**config.mk**
```make
export PLATFORM = sky130hd
export DESIGN_NAME = ifu_fetch
export DESIGN_NICKNAME = d
export VERILOG_FILES = /design/src/rtl/ifu_fetch.sv
export SDC_FILE = /design/constraint.sdc
export NUM_CORES = 1
export LEC_CHECK = 0
export CAP_MARGIN = 5
export CORE_MARGIN = 10
export CORE_UTILIZATION = 55
export DETAILED_ROUTE_END_ITERATION = 10
export DONT_BUFFER_PORTS = 1
export PLACE_DENSITY = 0.67
export SYNTH_ARGS = -nofsm -noshare
export SYNTH_HDL_FRONTEND = slang
export SYNTH_SLANG_ARGS = --single-unit
```
**constraint.sdc**
```tcl
create_clock -name clk -period 6.4 [get_ports clk]
set_clock_uncertainty 0.05 [all_clocks]
set_input_delay 0.32 -clock clk [delete_from_list [all_inputs] [get_ports clk]]
set_output_delay 0.32 -clock clk [all_outputs]
set_load 0.03 [all_outputs]
```
**src/rtl/ifu_fetch.sv**
```systemverilog
// Instruction fetch unit: in-order request issue, response buffering and redirect flush.
// Optional macro IFU_MISALIGN_TRAP_EN enables the misaligned-redirect HALT trap.
module ifu_fetch #(
  parameter logic [31:0] RESET_PC  = 32'h0000_0000,
  parameter int unsigned BUF_DEPTH = 2
) (
  input  logic        clk,
  input  logic        rst,
  output logic        ifu_o_mem_req_valid,
  output logic [31:0] ifu_o_mem_req_addr,
  input  logic        ifu_i_mem_req_ready,
  input  logic        ifu_i_mem_rsp_valid,
  input  logic [31:0] ifu_i_mem_rsp_data,
  input  logic        ifu_i_redirect,
  input  logic [31:0] ifu_i_redirect_pc,
  output logic        ifu_o_valid,
  output logic [31:0] ifu_o_inst,
  output logic [31:0] ifu_o_pc,
  input  logic        ifu_i_ready,
  output logic        ifu_o_misaligned
);

  localparam logic [31:0] NOP_INST = 32'h0000_0013;
  localparam int unsigned PTR_W    = $clog2(BUF_DEPTH);
  localparam int unsigned CNT_W    = PTR_W + 1;

  typedef enum logic [1:0] {IDLE, FETCH, HALT} state_t;

  state_t           state;
  logic [31:0]      req_pc;
  logic [31:0]      rsp_pc;
  logic [CNT_W-1:0] out_cnt;
  logic [CNT_W-1:0] drop_cnt;
  logic [CNT_W-1:0] occ;
  logic [PTR_W-1:0] rd_ptr;
  logic [PTR_W-1:0] wr_ptr;
  logic [31:0]      buf_inst [BUF_DEPTH];
  logic [31:0]      buf_pc   [BUF_DEPTH];

  logic [31:0]      redir_pc;
  logic             redir_bad;
  logic             req_fire;
  logic             rsp_keep;
  logic             pop;
  logic [CNT_W-1:0] out_nxt;

`ifdef IFU_MISALIGN_TRAP_EN
  assign redir_pc  = ifu_i_redirect_pc;
  assign redir_bad = |ifu_i_redirect_pc[1:0];
`else
  assign redir_pc  = ifu_i_redirect_pc & ~32'h3;
  assign redir_bad = 1'b0;
`endif

  // Outstanding plus buffered entries never exceed the buffer, so every response has a slot.
  assign ifu_o_mem_req_valid = (state == FETCH) && !ifu_i_redirect &&
                               (({1'b0, out_cnt} + {1'b0, occ}) < (CNT_W+1)'(BUF_DEPTH));
  assign ifu_o_mem_req_addr  = req_pc;

  assign req_fire = ifu_o_mem_req_valid & ifu_i_mem_req_ready;
  assign rsp_keep = ifu_i_mem_rsp_valid & ~ifu_i_redirect & (drop_cnt == '0);
  assign pop      = ifu_o_valid & ifu_i_ready;
  assign out_nxt  = out_cnt + CNT_W'(req_fire) - CNT_W'(ifu_i_mem_rsp_valid);

  assign ifu_o_valid = (occ != '0);
  assign ifu_o_inst  = ifu_o_valid ? buf_inst[rd_ptr] : NOP_INST;
  assign ifu_o_pc    = ifu_o_valid ? buf_pc[rd_ptr]   : '0;

  always_ff @(posedge clk or posedge rst) begin
    if (rst) begin
      state    <= IDLE;
      req_pc   <= RESET_PC;
      rsp_pc   <= RESET_PC;
      out_cnt  <= '0;
      drop_cnt <= '0;
      occ      <= '0;
      rd_ptr   <= '0;
      wr_ptr   <= '0;
    end else if (ifu_i_redirect) begin
      // A response landing in this cycle is already retired in out_nxt, so it is not re-counted as a drop.
      state    <= redir_bad ? HALT : FETCH;
      req_pc   <= redir_pc;
      rsp_pc   <= redir_pc;
      out_cnt  <= out_nxt;
      drop_cnt <= out_nxt;
      occ      <= '0;
      rd_ptr   <= '0;
      wr_ptr   <= '0;
    end else begin
      if (state == IDLE) state <= FETCH;
      if (req_fire) req_pc <= req_pc + 32'd4;
      out_cnt <= out_nxt;
      if (ifu_i_mem_rsp_valid && (drop_cnt != '0)) drop_cnt <= drop_cnt - 1'b1;
      if (rsp_keep) begin
        wr_ptr <= wr_ptr + 1'b1;
        rsp_pc <= rsp_pc + 32'd4;
      end
      if (pop) rd_ptr <= rd_ptr + 1'b1;
      occ <= occ + CNT_W'(rsp_keep) - CNT_W'(pop);
    end
  end

  always_ff @(posedge clk) begin
    if (rsp_keep) begin
      buf_inst[wr_ptr] <= ifu_i_mem_rsp_data;
      buf_pc[wr_ptr]   <= rsp_pc;
    end
  end

`ifdef IFU_MISALIGN_TRAP_EN
  logic mis_q;

  always_ff @(posedge clk or posedge rst) begin
    if (rst)                 mis_q <= 1'b0;
    else if (ifu_i_redirect) mis_q <= redir_bad;
  end

  assign ifu_o_misaligned = mis_q;
`else
  assign ifu_o_misaligned = 1'b0;
`endif

endmodule
```
==> flow_summary.yaml, run 1 <==
status:
  outcome: "complete, but fails checks"
  violations: "negative hold slack"
setup_path:
  crit_end: "drop_cnt[1]"
  r2r-start: "occ[0]"
  worstPathArrival_ns: 4.10
  path_cells: "and2_1 -> fa_1 -> nor4b_4 -> and2_1 -> inv_2 -> ha_1 -> inv_1 -> ha_1 -> xnor2_1 -> xnor2_1 -> nand2_1 -> o21ai_0"
  cpPeakStageDelay_ns: 0.63
  rr_endpoint: "drop_cnt[1]"
  reg2regPathDepth: 12
  critPathTopFamily: "simple AND/OR/NAND/NOR gates"
  crit_path_start: "occ[0]"
  crit_type: "register to register"
  crit_cells: 12
  endpoint_kind: "register"
  crit_fanout: 24
  critPathSlowestCell: "nor4b_4"
  critPathBufInv: 2
  cp.required_ns: 6.68
  critPathLaunchType: "register"
  r2r_slack_ns: 2.58
sta:
  maxSlewHeadroom_pct: 20.9
  fin_crit_sh_pct: 59.7
  worst_pin_slew_ns: 1.18
  fin_setup_tns_ns: 0
  post-route-worst-setup-slack_ns: 2.58
  fmax_mhz: 262
  setup_violations: 0
  finalHoldViolCount: 7
  finalMaxSlewViolations: 0
  rsz0062_at_grt: "false"
  hold_slack_ns: -0.00919
  min_period_ns: 3.82
job:
  max-cap-violations: 0
floorplanning:
  dieArea_um2: 20800
  core-area_um2: 15200
  die-width_um: 144
  rows: 45
  die_h_um: 144
  start_util_pct: 56.0
  io_pins: 169
placed_design:
  port_buffers: 0
  hpwl_mm: 12.6
  postPlaceCellArea_um2: 8670
  place_ws_ns: 2.65
  gp_congestion: 0.909
clocking:
  worst_skew_pair.late_latency_ns: 0.42
  cts_root_buffer: "clkbuf_16"
  path_clk_slew_ns: 0.07
  cts_tree: "built"
  htreeDepth: 4
  ctsLongestPathBuffers: 2
  cts_setup_buffers: 0
  cts.sinks: 193
  post_cts_resized: 0
  cts_made_buffers: 17
min_path:
  hold_path_class: "primary input to async pin"
global_routing:
  overflow: 0
  first_global_vias: 5590
  grt_max_degree: 70
  antenna_found_initial: 1
  grt_pass1_wl_mm: 30.4
  globalRouteTotalUtil_pct: 18.7
detailed_routing:
  viasPerCell: 5.95
  ant_nets: 0
  wirelength_mm: 19.5
  wl_per_cell_um: 21.2
  vias: 5476
  drt_pass1_iterations: 5
  drtIter0Drc: 382
  drc: 0
pwr:
  p_clk_share_pct: 30.6
  p_leak_nw: 3.43
  peakVddDrop_mv: 0.245
  power.density_nw_per_um2: 373
  power_switching_mw: 1.25
  pwr-share-comb_pct: 22.5
  switching_share_pct: 34.5
  p_seq_share_pct: 46.9
  power.internal_mw: 2.37
yosys:
  synth_edf_count: 124
  synth-seq-cells: 193
  yosys_warnings: 0
  yosysSeqAreaShare_pct: 64.1
  synth_cells: 683
  synth_cell_type_count: 52
  syn-cell-area_um2: 8510
  ys_async_sr_fraction_pct: 35.8
  postSynthAreaPerCell_um2: 12.5
  synth-main-ff-cell: "edfxtp_1"
final_layout:
  syn_to_final_growth_pct: 14.0
  mostFrequentLayoutCell: "edfxtp_1"
  final_cell_mix: "124 x edfxtp_1, 78 x nor2_1, 68 x dfrtp_1, 65 x mux2i_1, 64 x nand2_1"
  finalInstanceArea_um2: 9700
  fin_nets: 796
  drive_above_1_share_pct: 7.39
[through the flow]
step / std cells / utilization (%) / hold slack, ns / total power [mW]
2_1_floorplan: 687 / - / 0.369 / 2.35
3_3_place_gp: 847 / 57.0 / 0.343 / 2.49
3_5_place_dp: 847 / 57.0 / 0.345 / 2.52
4_1_cts: 919 / 63.8 / 0.0000945 / 3.65
5_1_grt: 920 / 63.8 / 0.00993 / 3.78
6_report: 920 / 63.8 / -0.00919 / 3.62
[logic make-up after synthesis]
kind of cell	count (synthesis)	synth area share, %
XOR/XNOR	40	4.12
other	2	0.0883
buffers and inverters	48	2.35
adder cells (fa/ha/maj)	8	1.27
AND/OR/NAND/NOR	250	14.6
flip-flops	193	64.1
AO/OA/AOI/OAI	74	5.49
multiplexers	68	8.05
[worst min path at each step]
stage	cells after the start	slack [ns]	endpoint	from
global placement	1	0.34	rd_ptr	ifu_i_redirect
CTS	2	0.00009	ifu_o_mem_req_addr[31]	ifu_i_redirect
detailed placement	1	0.35	rd_ptr	ifu_i_redirect
finish	2	-0.009	ifu_o_mem_req_addr[10]	rst
global route	2	0.01	ifu_o_mem_req_addr[31]	ifu_i_redirect
floorplan	0	0.37	buf_inst[0][0]	ifu_i_mem_rsp_data[0]
[metal layers]
layer  share of wire (%)  global-route usage (%)
met5                   0                       0
met4                 1.4                    6.76
met3                 8.9                    6.07
met2                  46                    28.3
met1                  44                    24.9
[power by group through the flow]
stage / Combinational [mW] / Sequential [mW] / Clock [mW]
after global placement: 0.781 / 1.71 / 0
after CTS: 0.826 / 1.69 / 1.13
final: 0.814 / 1.69 / 1.11
after detailed placement: 0.795 / 1.72 / 0
after floorplan: 0.725 / 1.62 / 0
after global routing: 0.886 / 1.72 / 1.18
[flip-flops by register name (all words and copies together) (netlist names)]
| signal | cells |
|---|---|
| occ | 2 |
| state | 1 |
| rsp_pc | 30 |
| drop_cnt | 2 |
| out_cnt | 2 |
| ifu_o_mem_req_addr | 30 |
| wr_ptr | 1 |
| rd_ptr | 1 |
| buf_pc | 60 |
| buf_inst | 64 |
[synth_stat cells (all sizes together), types with 3 or more instances]
cell type  number  share of area (%)
a21boi          5               0.44
a21oi           4               0.24
a31oi           4               0.29
and2            5               0.37
and3           11               0.81
buf            11               0.72
clkbuf         21               0.93
dfrtp          69                 20
edfxtp        124                 44
ha              7                1.0
inv            16               0.71
mux2            3               0.40
mux2i          65                7.6
nand2          64                2.8
nand2b          5               0.37
nand3          30                1.8
nand4          22                1.8
nor2           81                3.6
nor3            8               0.47
nor4            9                1.1
o211ai         15                1.3
o21ai          35                2.1
o311ai          4               0.41
or4             7               0.66
xnor2          17                1.8
xor2           23                2.4
[layout make-up]
type / instances / area (um2)
fillers: 1155 / 5500
flip-flops and latches: 193 / 5450
multi-input cells: 446 / 2890
clock buffers: 18 / 439
repair buffers: 44 / 430
well taps: 188 / 235
clock inverters: 14 / 186
inverters: 16 / 60.1
diodes: 1 / 2.50
[timing repair]
action,4_1_cts,5_1_grt
endpoints found under the hold margin,99,0
setup endpoints to repair,0,0
hold buffers,40,0
[worst register-to-register path, delay by kind of cell (launching register included)]
kind	cells	cell delay, ns
compound gates	1	0.11
buf+inv	2	0.34
flops	1	0.42
simple gates	4	1.40
xor+xnor	2	0.38
fa+ha+maj	3	1.03
(Power assumes the default switching activity.)
==> inputs of run 2 (changes only) <==
- ABC_AREA: not set -> 1
- clock period: 6.4 -> 3.9 ns (I/O delays scaled with it)
==> flow_summary.yaml, run 2 <==
status:
  outcome: "finished, final reports clean"
detailed_routing:
  wirelength_mm: 23.3
  wl_per_cell_um: 17.6
  ant_nets: 0
  vias: 7100
  drt_pass1_iterations: 6
  drtIter0Drc: 395
  drc: 0
  viasPerCell: 5.38
sta:
  maxSlewHeadroom_pct: 20.4
  min_period_ns: 2.65
  rsz0062_at_grt: "false"
  hold_slack_ns: 0.0320
  fin_setup_tns_ns: 0
  worst_pin_slew_ns: 1.19
  finalHoldViolCount: 0
  finalMaxSlewViolations: 0
  setup_violations: 0
  post-route-worst-setup-slack_ns: 1.25
  fin_crit_sh_pct: 68.0
  fmax_mhz: 377
floorplanning:
  rows: 47
  die-width_um: 150
  io_pins: 169
  dieArea_um2: 22600
  start_util_pct: 56.3
  core-area_um2: 16600
  die_h_um: 150
job:
  max-cap-violations: 0
setup_path:
  cp.required_ns: 3.65
  critPathLaunchType: "register"
  crit_fanout: 62
  worstPathArrival_ns: 2.41
  endpoint_kind: "primary output"
  crit_type: "register to primary output"
placed_design:
  place_ws_ns: 1.31
  hpwl_mm: 15.9
  dpl.cell_count: 1223
  port_buffers: 0
  gp_congestion: 0.899
yosys:
  syn-cell-area_um2: 9360
  synth_common_cells: "345 x nand2_1, 124 x edfxtp_1, 97 x inv_1"
  yosys_warnings: 0
  synth_edf_count: 124
  synth-seq-cells: 193
  synthAdderAreaFrac_pct: 1.15
  postSynthAreaPerCell_um2: 9.11
  synth_xor_area_share_pct: 2.25
  ys_async_sr_fraction_pct: 35.8
  ys_top_cells_by_area: "edfxtp_1 40%, dfrtp_1 18%, nand2_1 14%, inv_1 3.9%, a21oi_1 3.8%"
  synth-simple-area-share_pct: 24.7
  synth_cells: 1028
  synth_top_family_by_area: "simple AND/OR/NAND/NOR gates"
  synth-compound-area-share_pct: 7.56
  synth_cell_type_count: 40
  yosysTopAreaCell: "edfxtp_1"
  netlist.area_leader.share_pct: 39.8
  yosysMostFrequentCell: "nand2_1"
  synth-main-ff-cell: "edfxtp_1"
  yosysSeqAreaShare_pct: 58.2
  synthMuxAreaShare_pct: 0
global_routing:
  first_global_vias: 6878
  antenna_found_initial: 0
  overflow: 0
  globalRouteTotalUtil_pct: 20.9
  grt_max_degree: 65
  grt_pass1_wl_mm: 36.9
min_path:
  hold_path_class: "primary input to register"
final_layout:
  largest_register_ff_count: 64
  fin_nets: 1166
  seqCellArea_um2: 5450
  antenna_cells: 0
  fillers: 1363
  final_cells: 1320
  multi_input_area_um2: 3390
  largest-register: "buf_inst"
  drive_above_1_share_pct: 8.55
  reg_top3: "buf_inst: 64 flops, buf_pc: 60 flops"
  syn_to_final_growth_pct: 15.8
  final_cell_mix: "345 x nand2_1, 124 x edfxtp_1, 96 x inv_1, 72 x a21oi_1, 68 x dfrtp_1"
  mostFrequentLayoutCell: "nand2_1"
clocking:
  cts_made_buffers: 17
  cts_root_buffer: "clkbuf_16"
  cts.sinks: 193
  worst_skew_pair.late_latency_ns: 0.44
  cts_tree: "built"
  path_clk_slew_ns: 0.07
  htreeDepth: 4
  ctsLongestPathBuffers: 2
pwr:
  total_power_mw: 6.12
  power.density_nw_per_um2: 565
  p_leak_nw: 4.48
  peakVddDrop_mv: 0.339
## run 2: cell type report
class,count,share of cell area (%)
Timing Repair Buffer,75,6.83
Sequential cell,193,50.3
Tap cell,220,2.54
Inverter,102,3.53
Clock buffer,17,3.92
Multi-Input combinational cell,699,31.2
Clock inverter,14,1.67
## run 2: final timing paths
path                           startpoint  slack [ns]  cells after the start                      to
setup / recovery                   rd_ptr        1.25                      3            ifu_o_pc[14]
hold / removal             ifu_i_redirect        0.03                      4              rsp_pc[31]
setup reg to reg                   occ[0]        1.30                     10  ifu_o_mem_req_addr[12]
hold reg to reg                rsp_pc[31]        0.47                      0           buf_pc[1][31]
max in group asynchronous             rst        2.49                      3              rsp_pc[11]
min in group asynchronous             rst        0.37                      2              out_cnt[0]
## run 2: cell families (layout without fill, tap and decap cells)
logic type	Yosys count	after routing
other	2	6
adder cells (fa/ha/maj)	8	8
buffers and inverters	140	208
flip-flops	193	193
AO/OA/AOI/OAI	127	127
AND/OR/NAND/NOR	534	534
XOR/XNOR	24	24
## run 2: routing by layer
metal / GRT usage (%) / vias to the layer above / routed length (um)
met5: 0 / - / 0
met4: 7.43 / 0 / 479
met3: 5.76 / 39 / 1940
met2: 32.5 / 257 / 10900
met1: 27.5 / 3331 / 9940
li1: - / 3473 / -
## run 2: per-stage QoR
step / instance area [um2] / util [%]
final: 10800 / 65.2
after global routing: 10800 / 65.2
after CTS: 10800 / 65.2
after detailed placement: 9580 / 57.5
after global placement: 9580 / 57.5
after floorplan: 9380 / -
## run 2: timing repair
item,4_1_cts,5_1_grt
gates resized for setup,0,0
hold buffers,66,0
endpoints found under the setup margin,0,0
endpoints found under the hold margin,160,0
buffers inserted,0,0
## run 2: critical path: stages, from the launching register on
cell     delay (ns)
dfrtp_2        0.41
inv_2          0.76
nand2_1        0.10
a21oi_1        0.68
## run 2: power breakdown
| group | internal, mW | leakage [nW] | switching [mW] |
|---|---|---|---|
| clock network | 0.965 | 0.285 | 0.797 |
| logic | 0.380 | 2.24 | 1.23 |
| registers | 2.41 | 1.95 | 0.342 |
